<file path="config.mk">
export PLATFORM = sky130hd
export DESIGN_NAME = branch_predictor_bht
export DESIGN_NICKNAME = d
export VERILOG_FILES = /design/src/rtl/bp_pkg.sv /design/src/rtl/bp_ctr_table.sv /design/src/rtl/branch_predictor_bht.sv
export SDC_FILE = /design/constraint.sdc
export NUM_CORES = 1
export LEC_CHECK = 0
export CAP_MARGIN = 30
export CORE_MARGIN = 1
export CORE_UTILIZATION = 52
export CTS_BUF_LIST = sky130_fd_sc_hd__clkbuf_4
export DETAILED_ROUTE_END_ITERATION = 7
export PLACE_DENSITY = 0.75
export RECOVER_POWER = 100
export SYNTH_ARGS = -nofsm -noshare
export SYNTH_HDL_FRONTEND = slang
export SYNTH_SLANG_ARGS = --single-unit
</file>
<file path="constraint.sdc">
create_clock -name clk_i -period 7.4 [get_ports clk_i]
set_input_delay 2.22 -clock clk_i [delete_from_list [all_inputs] [get_ports clk_i]]
set_output_delay 2.22 -clock clk_i [all_outputs]
set_load 0.1 [all_outputs]
</file>
<file path="src/rtl/bp_pkg.sv">
// rtl/bp_pkg.sv - shared constants, typedefs and counter helper for the branch history table
package bp_pkg;

    localparam int DEF_IDX_W = 6;
    localparam int DEF_CTR_W = 2;
    localparam int DEF_GHR_W = 6;

    typedef logic [DEF_CTR_W-1:0] ctr_t;
    typedef logic [DEF_IDX_W-1:0] idx_t;

    // Counters are at most 4 bits wide; callers zero-extend and truncate around this.
    function automatic logic [3:0] sat_update(
        input logic [3:0] ctr,
        input logic [3:0] ctr_max,
        input logic       taken
    );
        if (taken) begin
            return (ctr == ctr_max) ? ctr : ctr + 4'd1;
        end
        return (ctr == 4'd0) ? ctr : ctr - 4'd1;
    endfunction

endpackage

</file>
<file path="src/rtl/bp_ctr_table.sv">
// rtl/bp_ctr_table.sv - saturating counter array, combinational read, one synchronous write
module bp_ctr_table
    import bp_pkg::*;
#(
    parameter int IDX_W    = DEF_IDX_W,
    parameter int CTR_W    = DEF_CTR_W,
    parameter int INIT_CTR = 1
) (
    input  logic             clk,
    input  logic             rst,
    input  logic [IDX_W-1:0] rd_idx,
    output logic [CTR_W-1:0] rd_ctr,
    input  logic             wr_en,
    input  logic [IDX_W-1:0] wr_idx,
    input  logic             wr_taken
);

    localparam int          DEPTH    = 1 << IDX_W;
    localparam logic [3:0]  CTR_MAX  = 4'((1 << CTR_W) - 1);

    logic [CTR_W-1:0] mem [DEPTH];

    // Read returns the pre-write value when rd_idx == wr_idx: no bypass.
    assign rd_ctr = mem[rd_idx];

    always_ff @(posedge clk or posedge rst) begin
        if (rst) begin
            for (int i = 0; i < DEPTH; i++) begin
                mem[i] <= CTR_W'(INIT_CTR);
            end
        end else if (wr_en) begin
            mem[wr_idx] <= CTR_W'(sat_update(4'(mem[wr_idx]), CTR_MAX, wr_taken));
        end
    end

endmodule

</file>
<file path="src/rtl/branch_predictor_bht.sv">
// rtl/branch_predictor_bht.sv - PC-indexed BHT with statistics; BRANCH_PREDICTOR_GSHARE_EN adds global history hashing
module branch_predictor_bht
    import bp_pkg::*;
#(
    parameter int IDX_W    = DEF_IDX_W,
    parameter int CTR_W    = DEF_CTR_W,
    parameter int INIT_CTR = 1,
    parameter int GHR_W    = DEF_GHR_W
) (
    input  logic             clk_i,
    input  logic             rst_i,
    input  logic             lookup_valid_i,
    input  logic [31:0]      lookup_pc_i,
    output logic             predict_o,
    output logic [IDX_W-1:0] lookup_idx_o,
    output logic [GHR_W-1:0] lookup_ghr_o,
    input  logic             update_valid_i,
    input  logic [IDX_W-1:0] update_idx_i,
    input  logic [GHR_W-1:0] update_ghr_i,
    input  logic             update_taken_i,
    input  logic             update_mispredict_i,
    output logic [31:0]      branch_cnt_o,
    output logic [31:0]      mispredict_cnt_o
);

    logic [IDX_W-1:0] base_idx;
    logic [CTR_W-1:0] rd_ctr;
    logic             mispredict;

    assign base_idx   = lookup_pc_i[IDX_W+1:2];
    assign predict_o  = rd_ctr[CTR_W-1];
    // Gating with valid keeps an undriven mispredict flag out of state.
    assign mispredict = update_valid_i && update_mispredict_i;

`ifdef BRANCH_PREDICTOR_GSHARE_EN
    logic [GHR_W-1:0] ghr;
    logic             unused_pc;

    assign lookup_idx_o = base_idx ^ IDX_W'(ghr);
    assign lookup_ghr_o = ghr;
    assign unused_pc    = ^{lookup_pc_i[31:IDX_W+2], lookup_pc_i[1:0]};

    // Recovery wins: a lookup in the same cycle is on the flushed wrong path.
    always_ff @(posedge clk_i or posedge rst_i) begin
        if (rst_i) begin
            ghr <= '0;
        end else if (mispredict) begin
            ghr <= GHR_W'({update_ghr_i, update_taken_i});
        end else if (lookup_valid_i) begin
            ghr <= GHR_W'({ghr, predict_o});
        end
    end
`else
    logic unused_in;

    assign lookup_idx_o = base_idx;
    assign lookup_ghr_o = '0;
    assign unused_in    = ^{lookup_pc_i[31:IDX_W+2], lookup_pc_i[1:0], update_ghr_i, lookup_valid_i};
`endif

    bp_ctr_table #(
        .IDX_W    (IDX_W),
        .CTR_W    (CTR_W),
        .INIT_CTR (INIT_CTR)
    ) u_table (
        .clk      (clk_i),
        .rst      (rst_i),
        .rd_idx   (lookup_idx_o),
        .rd_ctr   (rd_ctr),
        .wr_en    (update_valid_i),
        .wr_idx   (update_idx_i),
        .wr_taken (update_taken_i)
    );

    always_ff @(posedge clk_i or posedge rst_i) begin
        if (rst_i) begin
            branch_cnt_o     <= '0;
            mispredict_cnt_o <= '0;
        end else begin
            if (update_valid_i && branch_cnt_o != 32'hFFFF_FFFF) begin
                branch_cnt_o <= branch_cnt_o + 32'd1;
            end
            if (mispredict && mispredict_cnt_o != 32'hFFFF_FFFF) begin
                mispredict_cnt_o <= mispredict_cnt_o + 32'd1;
            end
        end
    end

endmodule

</file>
==> results.sh <==
export IMPL_synth_edf_count=0
export IMPL_path_max_fanout=17
export IMPL_ir_drop_uv=307
export IMPL_period_needed_ps=6890
export IMPL_grt_setup_unrepaired="no"
export IMPL_viasPerCell=5.91
export IMPL_switching_share_pct=36.6
export IMPL_numPortBuffers=87
export IMPL_die_y_um=140
export IMPL_clk_path_buf_depth=2
export IMPL_synthToLayoutAreaGrowth_pct=12.6
export IMPL_outcome="finished, violations left"
export IMPL_required_ps=5180
export IMPL_critPathLaunch="lookup_pc_i[2]"
export IMPL_path_delay_family="multiplexers"
export IMPL_cts_clk_slew_worst_paths_ps=140
export IMPL_synth_cells=977
export IMPL_syn_avg_cell_area_um2=10.1
export IMPL_ys_types=50
export IMPL_multi_input_area_um2=4600
export IMPL_slowest_stage="mux4_2"
export IMPL_powerDensity_nw_per_um2=251
export IMPL_drtIter0Drc=617
export IMPL_detail_route_antenna_nets=0
export IMPL_ios=127
export IMPL_cts_sinks=192
export IMPL_post_cts_repair_setup_buffers=0
export IMPL_tightest_slew_ps=3090
export IMPL_cts_htree_levels=4
export IMPL_start_util_pct=52.9
export IMPL_reg2regPathDepth=8
export IMPL_finalNonFillerCells=1285
export IMPL_maxCapViolations=1
export IMPL_core_um2=18600
export IMPL_power_share_clock_pct=21.5
export IMPL_p_leak_nw=4.62
export IMPL_std_cell_rows=50
export IMPL_hold_class="reg -> reg"
export IMPL_fmax_mhz=145
export IMPL_synthMostInstantiatedCell="nand2_1"
export IMPL_layout_drive_gt1_share_pct=16.7
export IMPL_tns_ps=0
export IMPL_cp_end_kind="output pin"
export IMPL_crit_chain="clkdlybuf4s50_1 -> buf_12 -> mux4_2 -> mux4_2 -> mux4_2 -> buf_12"
export IMPL_drv_slew=129
export IMPL_drc=0
export IMPL_gp_congestion=0.825
export IMPL_period_share_pct=93.1
export IMPL_yosysWarnings=0
export IMPL_rr_startpoint="u_table.mem[65]"
export IMPL_nets=1090
export IMPL_seq_area_frac_synth_pct=49.5
export IMPL_pwr_share_comb_pct=28.6
export IMPL_endpoint="predict_o"
export IMPL_dpl_cell_count=1252
export IMPL_r2r_end="u_table.mem[87]"
export IMPL_cts_root_buf="clkbuf_4"
export IMPL_totalWireLength_mm=22.6
export IMPL_die_area_um2=19500
export IMPL_cts_buffers=17
export IMPL_critPathMaxStageDelay_ps=530
export IMPL_regArea_um2=4880
export IMPL_cts_tree="done"
export IMPL_max_slew_margin_rel_pct=-106
export IMPL_synth_top_cells_by_area="dfrtp_1 (32%), dfstp_2 (17%), mux4_2 (11%), nand2_1 (6.5%), nor2_1 (4.3%)"
export IMPL_cp_num_cells=6
export IMPL_worstPathArrival_ps=4670
export IMPL_yosys_area_top_type="dfrtp_1"
export IMPL_vias=7600
export IMPL_antenna_found_initial=0
export IMPL_grt_pass1_wl_mm=37.5
export IMPL_sequentialPowerShare_pct=50.0
export IMPL_globalRouteTotalUtil_pct=24.3
export IMPL_switching_power_mw=1.02
export IMPL_finalPower_mw=2.78
export IMPL_synth_area_um2=9860
export IMPL_cpMostUsedCell="mux4_2"
export IMPL_hpwl_mm=15.0
export IMPL_grt_max_degree=143
export IMPL_hold_buffers=0
export IMPL_hold_viol_final=0
export IMPL_async_flop_share_pct=100
export IMPL_ys_seq_elements=192
export IMPL_first_global_vias=7437
export IMPL_p_int_mw=1.77
export IMPL_cts_repair_resized=0
export IMPL_path_class="in -> out"
export IMPL_holdWs_ps=471
export IMPL_clk_latency_ps=590
export IMPL_clock_skew_ps=27.5
export IMPL_violations="max-capacitance violations, max-slew violations"
export IMPL_wl_per_cell_um=17.6
export IMPL_rrSetupSlack_ps=4070
export IMPL_die_w_um=140
export IMPL_final_setup_viol_count=0
export IMPL_fill_cells=1589
export IMPL_synthTopCellsByCount="nand2_1 (172), dfrtp_1 (128), nor2_1 (112)"
export IMPL_yosys_area_top_type_share_pct=32.5
export IMPL_ys_flop_type="dfrtp_1"
export IMPL_n_antenna_cell=0
export IMPL_critPathBufInv=3
export IMPL_first_pass_iters=4
export IMPL_grt_overflow=0
export IMPL_start_kind="input pin"
## power groups by stage
stage / Combinational, mW / Clock, mW / Sequential [mW]
3_3_place_gp: 0.809 / 0 / 1.40
5_1_grt: 0.854 / 0.651 / 1.41
2_1_floorplan: 0.417 / 0 / 1.61
3_5_place_dp: 0.822 / 0 / 1.41
6_report: 0.795 / 0.597 / 1.39
4_1_cts: 0.823 / 0.615 / 1.39
## cell usage in the layout (no fill, tap or decap), drive strengths merged, types with 27 or more instances in the layout
cell type and count:
nand2 172, dfrtp 128, nor2 112, dlygate4sd3 70, a21oi 67, o21ai 67
dfstp 64, mux4 49, xnor2 37, clkbuf 30, nand4 27
## worst min-delay path, stage by stage, from the launching register on
cell     delay [ps]
dfstp_2         400
nand2_1          40
o21ai_1          50
## per-stage QoR
stage | instance area (um^2) | worst slack (ps) | utilization (%)
after global placement | 10800 | 505 | 58.1
after CTS | 11100 | 499 | 59.8
after detailed placement | 10800 | 500 | 58.2
after global routing | 11100 | 326 | 59.6
final | 11100 | 513 | 59.6
after floorplan | 9880 | 58.7 | -
## area by class of cell
type | count | share of cell area (%)
Tap cell | 234 | 2.63
Inverter | 10 | 0.349
Sequential cell | 192 | 44.0
Timing Repair Buffer | 106 | 8.92
Clock inverter | 11 | 1.28
Multi-Input combinational cell | 711 | 41.4
Clock buffer | 21 | 1.42
## kinds of logic (layout without fill, tap and decap cells)
| group | Yosys count | after routing | share of synthesized area (%) |
|---|---|---|---|
| AO/OA/AOI/OAI | 170 | 170 | 9.31 |
| XOR/XNOR | 61 | 61 | 5.42 |
| adder cells (fa/ha/maj) | 3 | 3 | 0.368 |
| buffers and inverters | 79 | 148 | 4.11 |
| flip-flops | 192 | 192 | 49.5 |
| multiplexers | 57 | 57 | 12.0 |
| other | 1 | 6 | 0.0380 |
| AND/OR/NAND/NOR | 414 | 414 | 19.2 |
## flip-flops by register name, indices dropped and copies added, names as in the netlist
signal and flops:
mispredict_cnt_o 32, u_table.mem 128, branch_cnt_o 32
## worst min-delay path by stage
stage / slack (ps) / to / start / depth (start not counted)
global placement: 450 / u_table.mem[122] / u_table.mem[122] / 2
global route: 490 / u_table.mem[44] / u_table.mem[44] / 2
detailed placement: 450 / u_table.mem[64] / u_table.mem[64] / 2
finish: 470 / u_table.mem[44] / u_table.mem[44] / 2
floorplan: 440 / u_table.mem[114] / u_table.mem[114] / 2
CTS: 470 / u_table.mem[64] / u_table.mem[64] / 2
## metal layers
layer | global-route usage (%) | routed length (um)
met1 | 34.3 | 9900
met2 | 37.3 | 10600
met3 | 6.02 | 1720
met4 | 7.63 | 315
met5 | 0 | 0
Power figures use the tool's default switching activity.
